## src/rtl/key_event_decoder.sv

```systemverilog
// key_event_decoder: turns the debounced key level into short/long/double-click pulses.
// Define KEY_REPEAT_EN to add auto-repeat pulses while a long press is held.
module key_event_decoder #(
  parameter logic [31:0] LONG_CYC    = 32'd50_000_000,
  parameter logic [31:0] DBL_GAP_CYC = 32'd15_000_000,
  parameter logic [31:0] REPEAT_CYC  = 32'd10_000_000
) (
  input  logic clk,
  input  logic reset,
  input  logic key_level,
  output logic short_pulse,
  output logic long_pulse,
  output logic double_pulse,
  output logic repeat_pulse,
  output logic busy
);

  typedef enum logic [2:0] {
    IDLE      = 3'd0,
    PRESS1    = 3'd1,
    WAIT_GAP  = 3'd2,
    PRESS2    = 3'd3,
    HOLD_LONG = 3'd4
  } state_t;

  state_t      state_q, state_d;
  logic [31:0] cnt_q, cnt_d;
  logic        key_prev_q, key_prev_d;
  logic        armed_q, armed_d;
  logic        short_pulse_q, short_pulse_d;
  logic        long_pulse_q, long_pulse_d;
  logic        double_pulse_q, double_pulse_d;
  logic        repeat_pulse_q, repeat_pulse_d;
  logic        busy_q, busy_d;
  logic        rise, fall;

  // armed_q stays low for the first cycle after reset so a key held through
  // reset does not look like a fresh press.
  assign rise = key_level & ~key_prev_q & armed_q;
  assign fall = ~key_level & key_prev_q;

`ifndef KEY_REPEAT_EN
  logic unused_repeat_cfg;
  assign unused_repeat_cfg = ^REPEAT_CYC;
`endif

  always_comb begin
    key_prev_d     = key_level;
    armed_d        = 1'b1;
    state_d        = state_q;
    cnt_d          = cnt_q + 32'd1;
    short_pulse_d  = 1'b0;
    long_pulse_d   = 1'b0;
    double_pulse_d = 1'b0;
    repeat_pulse_d = 1'b0;
    busy_d         = (state_q != IDLE);

    case (state_q)
      IDLE: begin
        if (rise) state_d = PRESS1;
      end
      PRESS1: begin
        if (fall) begin
          state_d = WAIT_GAP;
        end else if (cnt_q == LONG_CYC - 32'd1) begin
          state_d      = HOLD_LONG;
          long_pulse_d = 1'b1;
        end
      end
      WAIT_GAP: begin
        if (rise) begin
          state_d = PRESS2;
        end else if (cnt_q == DBL_GAP_CYC - 32'd1) begin
          state_d       = IDLE;
          short_pulse_d = 1'b1;
        end
      end
      PRESS2: begin
        if (fall) begin
          state_d        = IDLE;
          double_pulse_d = 1'b1;
        end
      end
      HOLD_LONG: begin
`ifdef KEY_REPEAT_EN
        if (fall) begin
          state_d = IDLE;
        end else if (cnt_q == REPEAT_CYC - 32'd1) begin
          cnt_d          = 32'd0;
          repeat_pulse_d = 1'b1;
        end
`else
        cnt_d = 32'd0;
        if (fall) state_d = IDLE;
`endif
      end
      default: begin
        state_d = IDLE;
      end
    endcase

    // Every state entry restarts the shared counter.
    if (state_d != state_q) cnt_d = 32'd0;
  end

  always_ff @(posedge clk or posedge reset) begin
    if (reset) begin
      state_q        <= IDLE;
      cnt_q          <= 32'd0;
      key_prev_q     <= 1'b0;
      armed_q        <= 1'b0;
      short_pulse_q  <= 1'b0;
      long_pulse_q   <= 1'b0;
      double_pulse_q <= 1'b0;
      repeat_pulse_q <= 1'b0;
      busy_q         <= 1'b0;
    end else begin
      state_q        <= state_d;
      cnt_q          <= cnt_d;
      key_prev_q     <= key_prev_d;
      armed_q        <= armed_d;
      short_pulse_q  <= short_pulse_d;
      long_pulse_q   <= long_pulse_d;
      double_pulse_q <= double_pulse_d;
      repeat_pulse_q <= repeat_pulse_d;
      busy_q         <= busy_d;
    end
  end

  assign short_pulse  = short_pulse_q;
  assign long_pulse   = long_pulse_q;
  assign double_pulse = double_pulse_q;
  assign repeat_pulse = repeat_pulse_q;
  assign busy         = busy_q;

endmodule

```

## config.mk

```make
export PLATFORM = sky130hd
export DESIGN_NAME = key_event_decoder
export DESIGN_NICKNAME = d
export VERILOG_FILES = /design/src/rtl/key_event_decoder.sv
export SDC_FILE = /design/constraint.sdc
export NUM_CORES = 1
export LEC_CHECK = 0
export BUFFER_PORTS_ARGS = -buffer_cell sky130_fd_sc_hd__buf_2
export CORE_MARGIN = 10
export CORE_UTILIZATION = 40
export DETAILED_ROUTE_END_ITERATION = 12
export PLACE_DENSITY = 0.58
export SYNTH_ARGS = -nofsm -noshare
export SYNTH_HDL_FRONTEND = slang
export SYNTH_SLANG_ARGS = --single-unit
```

## constraint.sdc

```tcl
create_clock -name clk -period 4.2 [get_ports clk]
set_input_delay 0.84 -clock clk [delete_from_list [all_inputs] [get_ports clk]]
set_output_delay 0.84 -clock clk [all_outputs]
set_load 0.02 [all_outputs]
```

==> flow_metrics.py, run 1 <==
metrics = {
    "run_status": {
        "outcome": "complete, no violations",
    },
    "worst_setup_path": {
        "cp_max_fo": 17,
        "r2r_cells": 5,
        "crit_type": "flop to flop",
        "end_kind": "flop",
        "required_ns": 4.35,
        "worstPathArrival_ns": 2.46,
        "start_kind": "flop",
    },
    "grt": {
        "grt_max_degree": 22,
        "grt-ovfl-total": 0,
        "antenna_found_initial": 0,
        "grt_usage": 0.102,
        "grt_pass1_vias": 1530,
        "grt_pass1_wl_mm": 7.20,
    },
    "drt": {
        "final_antenna_net_count": 0,
        "wire_per_inst_um": 13.9,
        "wl_mm": 4.06,
        "via_per_inst": 5.06,
        "firstDrtPassIters": 4,
        "drt-initial-drc-count": 78,
        "drc": 0,
        "vias": 1478,
    },
    "floorplanning": {
        "ios": 8,
        "initial_core_util": 0.410,
        "rows": 26,
        "core_um2": 5040,
        "die_h_um": 91.9,
        "dieWidth_um": 91.9,
        "dieArea_um2": 8440,
    },
    "layout": {
        "area_growth_pct": 8.18,
        "diodes": 0,
        "final_core_util": 0.443,
        "finalNetCount": 225,
        "nFillCells": 511,
        "drive_above_1_share": 0.0856,
    },
    "yosys": {
        "syn_avg_cell_area_um2": 9.61,
        "synth.most_common_cell": "nor2_1",
        "ys_seq_area_frac": 0.497,
        "synthCells": 215,
        "synth_area_um2": 2070,
        "yosys_warnings": 0,
        "yosysTopAreaCellShare": 0.497,
        "yosysTopAreaCell": "dfrtp_1",
        "synthTopCellsByCount": "42 x nor2_1, 41 x dfrtp_1, 20 x xor2_1",
        "synth_area_leaders": "dfrtp_1 50%, xor2_1 8.5%, nor2_1 7.6%",
        "synth_nets": 219,
        "ys_types": 38,
        "ys_ff_latch": 41,
        "synthArstFlopShare": 1.00,
        "synth_edf_count": 0,
        "synth_flop_cell": "dfrtp_1",
    },
    "hold_path": {
        "holdCritPathClass": "flop to flop",
        "min_path_cells": 1,
    },
    "clock_network": {
        "clock_tree.buffer_depth": 2,
        "hold_buffers": 0,
        "cts_setup_buffers": 0,
        "tritoncts": "built",
        "cts.htree.levels": 2,
        "clk_latency_ns": 0.29,
        "path_clk_slew_ns": 0.08,
        "ctsResizeCount": 0,
        "numCtsBuffers": 5,
        "clock_sinks": 41,
        "cts_root_buf": "clkbuf_8",
    },
    "place": {
        "place.gp.congestion": 0.839,
        "io_buffers": 6,
        "hpwl_mm": 2.88,
    },
    "power": {
        "cellLeakagePower_nw": 0.984,
        "ir_drop_v": 0.000228,
        "power.density_nw_per_um2": 370,
        "finalPower_uw": 826,
    },
    "sta": {
        "hold_viol": 0,
        "clock_skew_ns": 0.00518,
        "fin_setup_tns_ns": 0,
        "fmax_ghz": 0.433,
        "worstMarginPinSlew_ns": 0.955,
        "relSlewSlack": 0.357,
        "post-route-period-util": 0.550,
        "slew_violations": 0,
        "period_needed_ns": 2.31,
        "rsz0062_at_grt": "no",
        "setup_viol": 0,
    },
    "run": {
        "drv_cap": 0,
    },
}
==> cells in the final DEF (no fill, tap or decap) <==
cell type	n
nor2_1	42
dfrtp_1	41
xor2_1	20
nand3_1	17
nand2_1	12
nand4_1	12
xnor2_1	10
clkbuf_8	7
inv_1	6
nor4_1	6
buf_2	6
a21oi_1	5
and3_1	5
nor3_1	5
or4_1	2
nand3b_1	2
conb_1	2
buf_4	2
or3_1	1
nand4bb_1	1
or4b_1	1
nor4_2	1
and3_2	1
nor2b_1	1
a211oi_1	1
o21a_1	1
nor4b_1	1
and4b_1	1
o211ai_1	1
o21ai_0	1
a21o_1	1
nand4b_1	1
a22oi_1	1
o21bai_4	1
and4_1	1
and2_1	1
ha_1	1
clkinv_2	1
==> area by class of cell <==
type / instances / area, um^2 / area share
Sequential cell: 41 / 1030 / 0.459
Multi-Input combinational cell: 159 / 952 / 0.426
Clock buffer: 7 / 96.3 / 0.0431
Tap cell: 70 / 87.6 / 0.0392
Timing Repair Buffer: 8 / 45.0 / 0.0202
Inverter: 6 / 22.5 / 0.0101
Clock inverter: 1 / 5.00 / 0.00224
==> report_power, final <==
group	switching, mW	internal, mW	leakage (nW)
Clock	0.135	0.149	0.0542
Sequential	0.0314	0.423	0.555
Combinational	0.0541	0.0346	0.375
==> registers in the layout, indices dropped and copies added, names as in the netlist <==
| name | cells |
|---|---|
| armed_q | 1 |
| busy | 1 |
| cnt_q | 32 |
| double_pulse | 1 |
| key_prev_q | 1 |
| long_pulse | 1 |
| short_pulse | 1 |
| state_q | 3 |
==> metal layers <==
layer / wire, um / vias to the layer above / track usage
met3: 201 / 5 / 0.0236
met4: 44 / 0 / 0.0386
met1: 1940 / 697 / 0.131
met5: 0 / - / 0
met2: 1880 / 29 / 0.162
li1: - / 747 / -
==> kinds of logic (layout without fill, tap and decap cells) <==
logic type,Yosys count,count (layout),synth area share
compound gates,12,12,0.0418
xor+xnor,30,30,0.127
fa+ha+maj,1,1,0.00606
buf+inv,15,22,0.0424
flops,41,41,0.497
other cells,2,2,0.00364
simple gates,114,114,0.282
==> metrics by stage <==
step	hold WS (ns)	std cells	worst slack (ns)	cell area, um^2
after floorplan	0.451	215	2.31	2070
after global placement	0.478	284	1.85	2130
after detailed placement	0.478	284	1.84	2130
after CTS	0.489	292	1.83	2230
after global routing	0.542	292	1.70	2230
final	0.486	292	1.89	2230
==> critical path: stages, from the launching register on <==
cell and delay (ns):
dfrtp_1 0.43, or4_1 0.55, nor4_2 0.33, and3_2 0.26
a21o_1 0.49, nor2_1 0.11
==> path summary, 6_finish.rpt <==
path                           start         to  slack, ns
min in group asynchronous      reset  cnt_q[21]       0.69
max                        cnt_q[10]   cnt_q[9]       1.89
max in group asynchronous      reset  cnt_q[11]       2.73
min reg2reg                 cnt_q[0]   cnt_q[0]       0.49
max reg2reg                cnt_q[10]   cnt_q[9]       1.89
min                         cnt_q[0]   cnt_q[0]       0.49
(Power assumes the default switching activity.)
==> run 2, diff against run 1 <==
==> constraint.sdc (replaced) <==
create_clock -name clk -period 2.3 [get_ports clk]
set_input_delay 0.46 -clock clk [delete_from_list [all_inputs] [get_ports clk]]
set_output_delay 0.46 -clock clk [all_outputs]
set_load 0.02 [all_outputs]
==> flow_metrics.py, run 2 (synthesized netlist as in run 1, its figures left out) <==
metrics = {
    "drt": {
        "vias": 1530,
        "firstDrtPassIters": 4,
        "drt-initial-drc-count": 121,
        "drc": 0,
        "wl_mm": 4.11,
        "via_per_inst": 5.12,
        "wire_per_inst_um": 13.7,
        "final_antenna_net_count": 0,
    },
    "sta": {
        "rsz0062_at_grt": "no",
        "slew_violations": 0,
        "setup_viol": 0,
        "hold_viol": 0,
        "relSlewSlack": 0.650,
        "period_needed_ns": 2.07,
        "worstMarginPinSlew_ns": 0.523,
        "fin_setup_tns_ns": 0,
        "clock_skew_ns": 0.00446,
        "fmax_ghz": 0.483,
        "post-route-period-util": 0.900,
        "worst_slack_ns": 0.229,
    },
    "clock_network": {
        "path_clk_slew_ns": 0.07,
        "tritoncts": "built",
        "cts.htree.levels": 2,
        "hold_buffers": 0,
        "cts_root_buf": "clkbuf_8",
        "ctsResizeCount": 0,
        "clk_latency_ns": 0.29,
        "clock_sinks": 41,
        "numCtsBuffers": 5,
        "cts_setup_buffers": 0,
        "clock_tree.buffer_depth": 2,
    },
    "layout": {
        "regMostFlops": "cnt_q",
        "biggestRegsByFlops": "cnt_q (32), state_q (3)",
        "final_cell_mix": "42 x nor2_1, 41 x dfrtp_1, 20 x xor2_1",
        "diodes": 0,
        "largest_reg_flops": 32,
        "final_common_cell": "nor2_1",
        "finalNetCount": 232,
        "drive_above_1_share": 0.100,
        "area_growth_pct": 10.3,
    },
    "power": {
        "ir_drop_v": 0.000329,
        "power.density_nw_per_um2": 636,
        "finalPower_mw": 1.45,
        "cellLeakagePower_nw": 1.01,
    },
    "floorplanning": {
        "rows": 26,
        "die_h_um": 91.9,
        "dieArea_um2": 8440,
        "ios": 8,
        "initial_core_util": 0.410,
        "core_um2": 5040,
        "dieWidth_um": 91.9,
    },
    "worst_setup_path": {
        "cp_max_fo": 15,
        "crit_type": "flop to flop",
        "required_ns": 2.46,
        "start_kind": "flop",
        "end_kind": "flop",
        "worstPathArrival_ns": 2.23,
    },
    "hold_path": {
        "holdCritPathClass": "primary input to async pin",
    },
    "run_status": {
        "outcome": "complete, no violations",
    },
    "place": {
        "place.gp.congestion": 0.900,
        "hpwl_mm": 2.87,
        "io_buffers": 6,
        "pre_cts_slack_ns": 0.217,
    },
    "grt": {
        "grt_pass1_wl_mm": 7.82,
        "grt_usage": 0.111,
        "grt_max_degree": 42,
        "grt-ovfl-total": 0,
        "grt_pass1_vias": 1600,
        "antenna_found_initial": 0,
    },
    "run": {
        "drv_cap": 0,
    },
}
run 2: metrics by stage:
stage | instances | hold WS (ns) | area, um^2 | utilization
floorplan | 215 | 0.451 | 2070 | -
global placement | 291 | 0.475 | 2200 | 0.436
detailed placement | 291 | 0.485 | 2200 | 0.436
CTS | 299 | 0.311 | 2280 | 0.452
global route | 299 | 0.335 | 2280 | 0.452
finish | 299 | 0.290 | 2280 | 0.452
run 2: area by class of cell:
class	instances	area, um^2
multi-input combinational	159	952
clock buffer	8	80.1
tap	70	87.6
fill	480	2760
sequential	41	1030
timing repair buffer	15	110
inverter	6	22.5
run 2: path summary, 6_finish.rpt:
check,cells past startpoint,end,slack [ns],startpoint
max,5,cnt_q[15],0.23,cnt_q[16]
min,3,state_q[1],0.29,reset
max reg2reg,5,cnt_q[15],0.23,cnt_q[16]
min reg2reg,1,cnt_q[0],0.49,cnt_q[0]
max in group asynchronous,3,cnt_q[24],1.65,reset
min in group clk,1,key_prev_q,0.33,key_level
run 2: layer usage:
layer | vias up | track usage | routed length (um) | part of all wire
met5 | - | 0 | 0 | 0
met4 | 0 | 0.0347 | 70 | 0.017
met3 | 9 | 0.0342 | 198 | 0.048
met2 | 29 | 0.178 | 1890 | 0.46
met1 | 732 | 0.138 | 1940 | 0.47
li1 | 760 | - | - | -
run 2: worst max-delay path, cell delays in order, from the launching register on:
cell      delay [ns]
dfrtp_1         0.42
or4b_1          0.54
nor4_2          0.30
nand2_1         0.17
o21bai_4        0.41
nor2_1          0.10
run 2: report_power, final:
group          switching (mW)  internal [mW]
combinational           0.108         0.0741
clock                   0.227          0.216
sequential             0.0520          0.772
total                   0.387           1.06
